===== src/rtl/nv_ctrl_pkg.sv =====
// Shared NV controller definitions: rx/tx status encodings, default sequence
// patterns and a small saturating-counter helper. The transmitter imports the
// same constants so the two ends can never disagree on the patterns.
package nv_ctrl_pkg;

    typedef enum logic [1:0] {
        RX_HUNT    = 2'b00,
        RX_SYNCED  = 2'b01,
        RX_PAYLOAD = 2'b10,
        RX_DONE    = 2'b11
    } rx_status_e;

    localparam logic [7:0] NV_SEQ1 = 8'hD7;
    localparam logic [7:0] NV_SEQ2 = 8'hA6;
    localparam logic [7:0] NV_SEQ3 = 8'h29;

    // 8-bit increment that sticks at 255 instead of wrapping
    function automatic logic [7:0] sat_inc8(input logic [7:0] v);
        return (v == 8'hFF) ? v : v + 8'd1;
    endfunction

endpackage


===== src/rtl/nv_bit_deframer.sv =====
// Serial-to-parallel front end: MSB-first shift register plus the bit counter
// that marks byte boundaries once the receiver has framed on SEQ1.
// next_word is the value the shift register takes on this strobe, so the
// FSM can match on it in the same cycle the bit arrives.
module nv_bit_deframer (
    input  logic       clk,
    input  logic       reset,
    input  logic       clear,
    input  logic       serial_in,
    input  logic       shift_en,    // accepted strobe (already masked in DONE)
    input  logic       frame_en,    // counting bits into bytes (SYNCED/PAYLOAD)
    input  logic       frame_rst,   // force bit counter back to a byte boundary
    output logic [7:0] next_word,
    output logic       byte_done
);

    logic [7:0] sr_q;
    logic [2:0] bit_cnt_q;

    assign next_word = {sr_q[6:0], serial_in};
    assign byte_done = shift_en && frame_en && (bit_cnt_q == 3'd7);

    // Shift register: keeps sliding in HUNT so SEQ1 can be found at any offset
    always_ff @(posedge clk or posedge reset) begin
        if (reset) begin
            sr_q <= 8'h00;
        end else if (clear) begin
            sr_q <= 8'h00;
        end else if (shift_en) begin
            sr_q <= next_word;
        end
    end

    // Bit counter: wraps 7 -> 0 on byte completion, held at 0 outside framing
    always_ff @(posedge clk or posedge reset) begin
        if (reset) begin
            bit_cnt_q <= 3'd0;
        end else if (clear || frame_rst) begin
            bit_cnt_q <= 3'd0;
        end else if (shift_en && frame_en) begin
            bit_cnt_q <= bit_cnt_q + 3'd1;
        end
    end

endmodule


===== src/rtl/nv_sequence_receiver.sv =====
// NV sequence receiver: hunts for SEQ1 in the serial stream, then frames
// bytes and walks SEQ1 (repeats allowed) -> SEQ2 -> SEQ3. Any unexpected
// framed byte or an idle gap of TIMEOUT_CYCLES drops back to HUNT.
// Optional: define NV_SEQ_RX_ERR_COUNT_EN to add saturating err_count and
// to_count outputs tallying error and timeout pulses.
module nv_sequence_receiver
    import nv_ctrl_pkg::*;
#(
    parameter logic [7:0] SEQ1           = NV_SEQ1,
    parameter logic [7:0] SEQ2           = NV_SEQ2,
    parameter logic [7:0] SEQ3           = NV_SEQ3,
    parameter int         TIMEOUT_CYCLES = 1000,
    parameter int         TO_W           = 16
) (
    input  logic       clk,
    input  logic       reset,
    input  logic       serial_in,
    input  logic       serial_valid,
    input  logic       clear,
    output logic [1:0] rx_status,
    output logic [7:0] byte_out,
    output logic       byte_valid,
    output logic [7:0] seq1_count,
    output logic       error,
    output logic       timeout
`ifdef NV_SEQ_RX_ERR_COUNT_EN
    ,
    output logic [7:0] err_count,
    output logic [7:0] to_count
`endif
);

    rx_status_e      state_q;
    logic [7:0]      byte_out_q;
    logic            byte_valid_q;
    logic [7:0]      seq1_count_q;
    logic            error_q;
    logic            timeout_q;
    logic [TO_W-1:0] idle_q;

    logic       in_frame;
    logic       shift_en;
    logic       byte_done;
    logic       timeout_evt;
    logic [7:0] next_word;

    assign in_frame = (state_q == RX_SYNCED) || (state_q == RX_PAYLOAD);
    assign shift_en = serial_valid && (state_q != RX_DONE);

    // Idle abort fires on the cycle the counter would reach the threshold; a
    // strobe in that same cycle resets the counter instead.
    assign timeout_evt = in_frame && !serial_valid &&
                         (idle_q == TO_W'(TIMEOUT_CYCLES - 1));

    nv_bit_deframer u_deframer (
        .clk       (clk),
        .reset     (reset),
        .clear     (clear),
        .serial_in (serial_in),
        .shift_en  (shift_en),
        .frame_en  (in_frame),
        .frame_rst (!in_frame || timeout_evt),
        .next_word (next_word),
        .byte_done (byte_done)
    );

`ifdef NV_SEQ_RX_ERR_COUNT_EN
    logic [7:0] err_count_q;
    logic [7:0] to_count_q;

    // Diagnostic tallies of error / timeout pulses
    always_ff @(posedge clk or posedge reset) begin
        if (reset) begin
            err_count_q <= 8'h00;
            to_count_q  <= 8'h00;
        end else if (clear) begin
            err_count_q <= 8'h00;
            to_count_q  <= 8'h00;
        end else begin
            if (error_q)   err_count_q <= sat_inc8(err_count_q);
            if (timeout_q) to_count_q  <= sat_inc8(to_count_q);
        end
    end

    assign err_count = err_count_q;
    assign to_count  = to_count_q;
`endif

    // Protocol FSM with registered outputs and the idle watchdog
    always_ff @(posedge clk or posedge reset) begin
        if (reset) begin
            state_q      <= RX_HUNT;
            byte_out_q   <= 8'h00;
            byte_valid_q <= 1'b0;
            seq1_count_q <= 8'h00;
            error_q      <= 1'b0;
            timeout_q    <= 1'b0;
            idle_q       <= '0;
        end else if (clear) begin
            state_q      <= RX_HUNT;
            byte_out_q   <= 8'h00;
            byte_valid_q <= 1'b0;
            seq1_count_q <= 8'h00;
            error_q      <= 1'b0;
            timeout_q    <= 1'b0;
            idle_q       <= '0;
        end else begin
            byte_valid_q <= 1'b0;
            error_q      <= 1'b0;
            timeout_q    <= 1'b0;
            case (state_q)
                RX_HUNT: begin
                    idle_q <= '0;
                    if (serial_valid && (next_word == SEQ1)) begin
                        state_q      <= RX_SYNCED;
                        seq1_count_q <= 8'd1;
                        byte_out_q   <= SEQ1;
                        byte_valid_q <= 1'b1;
                    end
                end
                RX_SYNCED, RX_PAYLOAD: begin
                    if (byte_done) begin
                        idle_q       <= '0;
                        byte_out_q   <= next_word;
                        byte_valid_q <= 1'b1;
                        if (state_q == RX_SYNCED) begin
                            if (next_word == SEQ1) begin
                                seq1_count_q <= sat_inc8(seq1_count_q);
                            end else if (next_word == SEQ2) begin
                                state_q <= RX_PAYLOAD;
                            end else begin
                                error_q      <= 1'b1;
                                state_q      <= RX_HUNT;
                                seq1_count_q <= 8'h00;
                            end
                        end else if (next_word == SEQ3) begin
                            state_q <= RX_DONE;
                        end else begin
                            error_q <= 1'b1;
                            state_q <= RX_HUNT;
                        end
                    end else if (serial_valid) begin
                        idle_q <= '0;
                    end else if (timeout_evt) begin
                        timeout_q    <= 1'b1;
                        state_q      <= RX_HUNT;
                        seq1_count_q <= 8'h00;
                        idle_q       <= '0;
                    end else begin
                        idle_q <= idle_q + TO_W'(1);
                    end
                end
                default: begin
                    // DONE is sticky; the stream is ignored until clear/reset
                    idle_q <= '0;
                end
            endcase
        end
    end

    assign rx_status  = state_q;
    assign byte_out   = byte_out_q;
    assign byte_valid = byte_valid_q;
    assign seq1_count = seq1_count_q;
    assign error      = error_q;
    assign timeout    = timeout_q;

endmodule


===== config.mk =====
export PLATFORM = sky130hd
export DESIGN_NAME = nv_sequence_receiver
export DESIGN_NICKNAME = d
export VERILOG_FILES = /design/src/rtl/nv_ctrl_pkg.sv /design/src/rtl/nv_bit_deframer.sv /design/src/rtl/nv_sequence_receiver.sv
export SDC_FILE = /design/constraint.sdc
export NUM_CORES = 1
export LEC_CHECK = 0
export CAP_MARGIN = 0
export CORE_ASPECT_RATIO = 0.8
export CORE_MARGIN = 3
export CORE_UTILIZATION = 35
export CTS_BUF_LIST = sky130_fd_sc_hd__clkbuf_2
export DETAILED_ROUTE_END_ITERATION = 10
export GPL_TIMING_DRIVEN = 1
export PLACE_DENSITY_LB_ADDON = 0.25
export SYNTH_ARGS = -nofsm -noshare
export SYNTH_HDL_FRONTEND = slang
export SYNTH_HIERARCHICAL = 1
export SYNTH_SLANG_ARGS = --single-unit

===== constraint.sdc =====
create_clock -name clk -period 6 [get_ports clk]
set_input_delay 1.8 -clock clk [delete_from_list [all_inputs] [get_ports clk]]
set_output_delay 1.8 -clock clk [all_outputs]
set_load 0.03 [all_outputs]

==> out/results.env, run 1 <==
PATH_MAX_FANOUT=21
WORST_SETUP_PATH_START_KIND='primary input'
YOSYS.AREA.TOP_TYPE_SHARE_PCT=45.5
DESIGN.FINAL.NETS=287
COUNT_OF_BUFFERS_FROM_PORT_BUFFERING=25
CTS.HOLD.BUFFERS_ADDED=0
FINALCLOCKSKEW_NS=0.0332
WORST-ENDPOINT-ARRIVAL_NS=4.30
FINAL_CRITICAL_PATH_SETUP_SLACK_NS=2.02
VDD_DROP_MAX_mV=0.167
SETUP.WORST_PATH.CLASS='primary input to register'
CTS.SINK_COUNT=47
WIRE_LENGTH_OF_THE_FIRST_GLOBAL_ROUTING_PASS_UM=8870
CORE_ROWS=27
FIRST_ITER_VIOLATIONS=73
FINALSETUPVIOLCOUNT=0
SYNTH_AREA_UM2=2590
POST-CTS-SETUP-BUFFER-COUNT=0
REGTOREGENDPOINT='seq1_count[0]$_DFFE_PP0P_'
ROUTEDWLPERCELL_UM=14.2
DESIGN.DIE.AREA_UM2=8470
IO-PIN-COUNT=26
TIMING.REG2REG.SETUP_SLACK_NS=2.95
FIRST_GLOBAL_VIAS=1727
PLACEABLECOREAREA_UM2=7030
GP_ROUTABILITY_CONGESTION=0.839
POST_CTS_RESIZE_COUNT=0
SYNTH_FP_NETS=263
SYNTH-SEQ-AREA-SHARE_PCT=45.5
DRC_ERRORS=0
YS_WARN_COUNT=6
TIMING.HOLD.WORST_PATH_DEPTH=1
OUTCOME='completed'
SYNTH_TOP_AREA_CELL='dfrtp_1'
FF2FF_PATH_DEPTH=8
FINAL.FILL_COUNT=705
YS_TOP_CELLS_BY_AREA='dfrtp_1 45%, nor2_1 4.2%, ha_1 3.9%'
ROUTE.ANTENNA.REMAINING_NETS=0
CLK_LATENCY_NS=0.42
ANTENNA_FOUND_INITIAL=0
HTREE_NUM_LEVELS=2
DRT-PASS1-ITER-COUNT=4
DPL.HPWL_UM=3670
ROUTED_WL_UM=5150
GRT_SETUP_UNREPAIRED='false'
HOLD_PATH_CLASS='register to register'
CLK_PATH_BUF_DEPTH=2
CTS.REPORTEDPATHS.CLKPINSLEW_NS=0.25
FINISH.INSTANCE_AREA_UM2=2950
VIAS_PER_CELL=5.07
POST_DP_CELL_AREA_UM2=2900
TIMING.CRITICAL_PATH.TO_TYPE='register'
MAXSLEWHEADROOM_PCT=22.2
DRIVE_ABOVE_1_SHARE_PCT=13.1
START_UTIL_PCT=36.8
DIE_Y_UM=82.9
FINAL_CELL_MIX='47 x dfrtp_1, 29 x nor2_1, 25 x clkdlybuf4s50_1'
LAYOUT.CELLS.MOST_COMMON='dfrtp_1'
FINAL_HOLD_VIO_COUNT=0
TIMING.MAX_CAP.VIOLATIONS=0
AVGSYNTHCELLAREA_UM2=10.3
LARGEST_NET_DEGREE_AT_THE_START_OF_GLOBAL_ROUTING=38
SLEW_WORST_PIN_NS=1.16
CTS_BUFFERS=5
DIE_X_UM=102
AREA_OCCUPIED_BY_MULTI_INPUT_GATES_UM2=1290
FINAL-SEQ-AREA_UM2=1180
FINAL_CORE_UTILIZATION_PCT=41.9
SYNTH-SEQ-CELLS=47
POST_SYNTH_INST_COUNT=250
AREA.GROWTH.SYNTH_TO_FINAL_PCT=13.8
FINAL-MAX-SLEW-VIOLATION-COUNT=0
ANTENNA_CELLS=0
GRT_OVERFLOW=0
MIN_PERIOD_NS=3.98
FMAX_MHz=251
CLOCK_TREE.ROOT_CELL='clkbuf_2'
REQUIRED_NS=6.32
HOLD-PATH-ENDPOINT='idle_q[0]$_DFF_PP0_'
WORST_HOLD_STARTPOINT='idle_q[0]$_DFF_PP0_'
DP_WORST_SETUP_SLACK_NS=1.55
LEAKAGE_POWER_uW=0.00125
MIN_PERIOD_OVER_PERIOD_PCT=66.3
CRITICAL_PATH.REG2REG.STARTPOINT='rx_status[1]$_DFFE_PP0P_'
PWR_DENSITY_CELL_nW_PER_UM2=261
CTS_TREE='done'
DISTINCT_CELLS_SYNTH=52
TOTAL_NUMBER_OF_VIAS=1834
GRT.TOTAL_USAGE_PCT=13.1
HOLD-WORST-SLACK_NS=0.505
FINALSETUPTNS_NS=0
==> sequential cells by signal, summed over array words and instances, names as in the netlist <==
signal,cells
error,1
byte_valid,1
u_deframer/sr_q,7
seq1_count,8
timeout,1
u_deframer/bit_cnt_q,3
byte_out,8
idle_q,16
rx_status,2
==> worst max path at each step <==
stage                     slack, ns         start  cells after the start                        end
after floorplan                2.08  serial_valid                     10  seq1_count[0]$_DFFE_PP0P_
after global placement         1.64         clear                      6  seq1_count[0]$_DFFE_PP0P_
after detailed placement       1.55         clear                      6  seq1_count[0]$_DFFE_PP0P_
after CTS                      2.01         clear                      6  seq1_count[0]$_DFFE_PP0P_
after global routing           1.92         clear                      6  seq1_count[0]$_DFFE_PP0P_
final                          2.02         clear                      6  seq1_count[0]$_DFFE_PP0P_
==> critical path: stages <==
cell and delay (ns):
clkdlybuf4s50_1 1.00, nor2b_2 0.18, and2_4 0.24, a211oi_4 0.37, o21a_1 0.38, mux2_4 0.33
==> power breakdown <==
| group | switching [uW] | internal (uW) | total [uW] |
|---|---|---|---|
| clock network | 104 | 32.3 | 137 |
| logic | 154 | 110 | 264 |
| registers | 22.8 | 345 | 368 |
| total | 281 | 488 | 769 |
==> metal layers <==
layer / vias up / share of wire (%) / GRT usage [%]
met2: 34 / 39 / 16.5
met5: - / 0 / 0
met4: 0 / 1.1 / 3.22
met1: 868 / 57 / 21.7
li1: 927 / - / -
met3: 5 / 3.6 / 3.27
==> stage by stage <==
| step | total power, uW | cells |
|---|---|---|
| 2_1_floorplan | 554 | 250 |
| 3_3_place_gp | 638 | 354 |
| 3_5_place_dp | 639 | 354 |
| 4_1_cts | 781 | 362 |
| 5_1_grt | 818 | 362 |
| 6_report | 769 | 362 |
==> cell families after synthesis <==
kind of cell	Yosys count	share of synthesized area, %
AOI/OAI and AO/OA	40	11.5
xor gates and xnor gates	14	4.74
adders and majority gates	8	3.87
buffers and inverters	24	4.50
DFF	47	45.5
muxes	16	6.72
and+or+nand+nor	101	23.3
==> area by class of cell <==
class,instances,area share (%)
Sequential cell,47,39.9
Tap cell,87,3.70
Clock buffer,6,1.02
Inverter,14,1.78
Multi-Input combinational cell,179,44.0
Clock inverter,2,0.595
Timing Repair Buffer,27,9.01
==> synthesized netlist by cell type, drive strengths merged <==
cell     instances
a2111oi          1
a211oi           2
a21bo            3
a21boi           1
a21oi           12
a221o            1
a311oi           1
a31oi           11
and2             3
and2b            1
and3            11
and4             2
and4b            3
buf              7
clkbuf           3
dfrtp           47
ha               8
inv             14
mux2             8
mux2i            8
nand2           17
nand2b           5
nand3            8
nand3b           2
nand4            6
nor2            29
nor2b            2
nor3             3
nor3b            3
nor4             2
nor4b            2
o21a             2
o21ai            3
o31ai            3
or2              1
or3              1
xnor2            7
xor2             7
No activity file was read; power rests on OpenSTA's default activity.
==> run 2: changes to the inputs <==
Clock period 6 ns to 3.41 ns, I/O delays scaled along.
==> out/results.env, run 2 (synthesis results as in run 1) <==
ANTENNA_CELLS=0  # unchanged
FINAL_CELL_MIX='47 x dfrtp_1, 29 x nor2_1, 25 x clkdlybuf4s50_1'  # unchanged
PWR_DENSITY_CELL_nW_PER_UM2=477  # was 261 nW/um2
CRITICAL_PATH.REG2REG.STARTPOINT='rx_status[0]$_DFFE_PP0P_'  # was rx_status[1]$_DFFE_PP0P_
CORE_ROWS=27  # unchanged
REQUIRED_NS=3.75  # was 6.32 ns
HTREE_NUM_LEVELS=2  # unchanged
HOLD_PATH_CLASS='register to register'  # unchanged
MAX_STAGE_DELAY_NS=0.53  # was 1.00 ns
FIRST_ITER_VIOLATIONS=69  # was 73
START_UTIL_PCT=36.8  # unchanged
LEAKAGE_POWER_uW=0.00129  # was 0.00125 uW
MAXSLEWHEADROOM_PCT=50.8  # was 22.2%
TIMING.REG2REG.SETUP_SLACK_NS=0.67  # was 2.95 ns
TIMING.HOLD.WORST_PATH_DEPTH=1  # unchanged
HOLD-PATH-ENDPOINT='idle_q[0]$_DFF_PP0_'  # unchanged
OUTCOME='completed'  # unchanged
TIMING.CRITICAL_PATH.TO_TYPE='register'  # unchanged
DRC_ERRORS=0  # unchanged
GRT_SETUP_UNREPAIRED='false'  # unchanged
CLK_PATH_BUF_DEPTH=2  # unchanged
LARGEST_REG_FLOPS=16  # unchanged
FINAL_HOLD_VIO_COUNT=0  # unchanged
WORST-ENDPOINT-ARRIVAL_NS=3.08  # was 4.30 ns
ROUTEDWLPERCELL_UM=14.1  # was 14.2 um
IO-PIN-COUNT=26  # unchanged
POST-CTS-SETUP-BUFFER-COUNT=0  # unchanged
PLACEABLECOREAREA_UM2=7030  # unchanged
COUNT_OF_BUFFERS_FROM_PORT_BUFFERING=25  # unchanged
FF2FF_PATH_DEPTH=7  # was 8
FINALCLOCKSKEW_NS=0.0205  # was 0.0332 ns
AREA.GROWTH.SYNTH_TO_FINAL_PCT=16.4  # was 13.8%
REGTOREGENDPOINT='byte_out[4]$_DFFE_PP0P_'  # was seq1_count[0]$_DFFE_PP0P_
CTS_BUFFERS=5  # unchanged
DESIGN.DIE.AREA_UM2=8470  # unchanged
CTS_TREE='done'  # unchanged
GP_ROUTABILITY_CONGESTION=0.821  # was 0.839
DRIVE_ABOVE_1_SHARE_PCT=14.9  # was 13.1%
FINAL_CRITICAL_PATH_SETUP_SLACK_NS=0.666  # was 2.02 ns
LARGEST_NET_DEGREE_AT_THE_START_OF_GLOBAL_ROUTING=38  # unchanged
FINALSETUPVIOLCOUNT=0  # unchanged
WORST_HOLD_STARTPOINT='idle_q[0]$_DFF_PP0_'  # unchanged
CTS.REPORTEDPATHS.CLKPINSLEW_NS=0.25  # about the same
MIN_PERIOD_NS=2.74
FMAX_MHz=364
FINALSETUPTNS_NS=0  # unchanged
FINAL-MAX-SLEW-VIOLATION-COUNT=0  # unchanged
FIRST_GLOBAL_VIAS=1799  # was 1,727
TOTAL_NUMBER_OF_VIAS=1874  # was 1,834
DP_WORST_SETUP_SLACK_NS=0.230  # was 1.55 ns
PATH_MAX_FANOUT=7  # was 21
CRIT_PATH_START='serial_valid'  # was clear
VIAS_PER_CELL=5.09  # was 5.07
CTS.SINK_COUNT=47  # unchanged
SLEW_WORST_PIN_NS=0.727  # was 1.16 ns
TOP_REGISTER='idle_q'  # unchanged
MIN_PERIOD_OVER_PERIOD_PCT=80.5
ROUTE.ANTENNA.REMAINING_NETS=0  # unchanged
WORST_SETUP_PATH_START_KIND='primary input'  # unchanged
TIMING.MAX_CAP.VIOLATIONS=0  # unchanged
SETUP.WORST_PATH.CLASS='primary input to register'  # unchanged
GRT.TOTAL_USAGE_PCT=13.4  # was 13.1%
POST_CTS_RESIZE_COUNT=0  # unchanged
ANTENNA_FOUND_INITIAL=0  # unchanged
CP_CELL_SEQUENCE='clkdlybuf4s50_1, nor2b_1, and3_1, inv_1, and2_4, nor2_1, mux2_2'  # was clkdlybuf4s50_1, nor2b_2, and2_4, a211oi_4, o21a_1, mux2_4
DRT-PASS1-ITER-COUNT=4  # unchanged
DPL.HPWL_UM=3750  # was 3670 um
CLK_LATENCY_NS=0.42  # about the same
GRT_OVERFLOW=0  # unchanged
VDD_DROP_MAX_mV=0.406  # was 0.167 mV
CLOCK_TREE.ROOT_CELL='clkbuf_2'  # unchanged
DESIGN.FINAL.NETS=293  # was 287
DIE_Y_UM=82.9  # unchanged
WORST_PATH_MAX_DELAY_CELL='clkdlybuf4s50_1'  # unchanged
DIE_X_UM=102  # unchanged
CTS.HOLD.BUFFERS_ADDED=0  # unchanged
WIRE_LENGTH_OF_THE_FIRST_GLOBAL_ROUTING_PASS_UM=9080  # was 8870 um
ROUTED_WL_UM=5210  # was 5150 um
LAYOUT.CELLS.MOST_COMMON='dfrtp_1'  # unchanged
run 2: worst max-delay path, delay by kind of cell:
family | cells | cell delay, ns
simple gates | 4 | 1.03
mux | 1 | 0.39
buf+inv | 2 | 0.64
run 2: area by class of cell:
cell class	count	area (um2)
Clock buffer	5	25.0
Clock inverter	3	43.8
Fill cell	698	4020
Inverter	14	52.6
Multi-Input combinational cell	179	1290
Sequential cell	47	1180
Tap cell	87	109
Timing Repair Buffer	33	310
run 2: how the worst max path moves through the flow:
| stage | end | slack (ns) | cells after the start |
|---|---|---|---|
| 2_1_floorplan | seq1_count[0]$_DFFE_PP0P_ | 0.27 | 10 |
| 3_3_place_gp | byte_out[7]$_DFFE_PP0P_ | 0.29 | 7 |
| 3_5_place_dp | byte_out[4]$_DFFE_PP0P_ | 0.23 | 7 |
| 4_1_cts | byte_out[4]$_DFFE_PP0P_ | 0.69 | 7 |
| 5_1_grt | byte_out[1]$_DFFE_PP0P_ | 0.48 | 7 |
| 6_report | byte_out[4]$_DFFE_PP0P_ | 0.67 | 7 |
run 2: report_power, final:
part           leakage [uW]  internal [uW]  switching (uW)
Sequential         0.000643            607            42.8
Clock             0.0000429            124             183
Combinational      0.000602            206             273
run 2: through the flow:
stage / area (um2) / std cells / hold WS (ns) / total power [uW] / utilization [%]
after detailed placement: 2940 / 360 / 0.478 / 1140 / 41.9
final: 3010 / 368 / 0.502 / 1440 / 42.9
after global placement: 2940 / 360 / 0.477 / 1140 / 41.9
after global routing: 3010 / 368 / 0.524 / 1520 / 42.9
after floorplan: 2590 / 250 / 0.455 / 975 / -
after CTS: 3010 / 368 / 0.507 / 1460 / 42.9
run 2: per-layer routing:
layer | share of wire (%) | up-vias | track usage [%]
met4 | 1.1 | 0 | 3.93
met2 | 41 | 38 | 17.5
met3 | 5.0 | 4 | 3.78
met5 | 0 | - | 0
li1 | - | 941 | -
met1 | 53 | 891 | 21.1
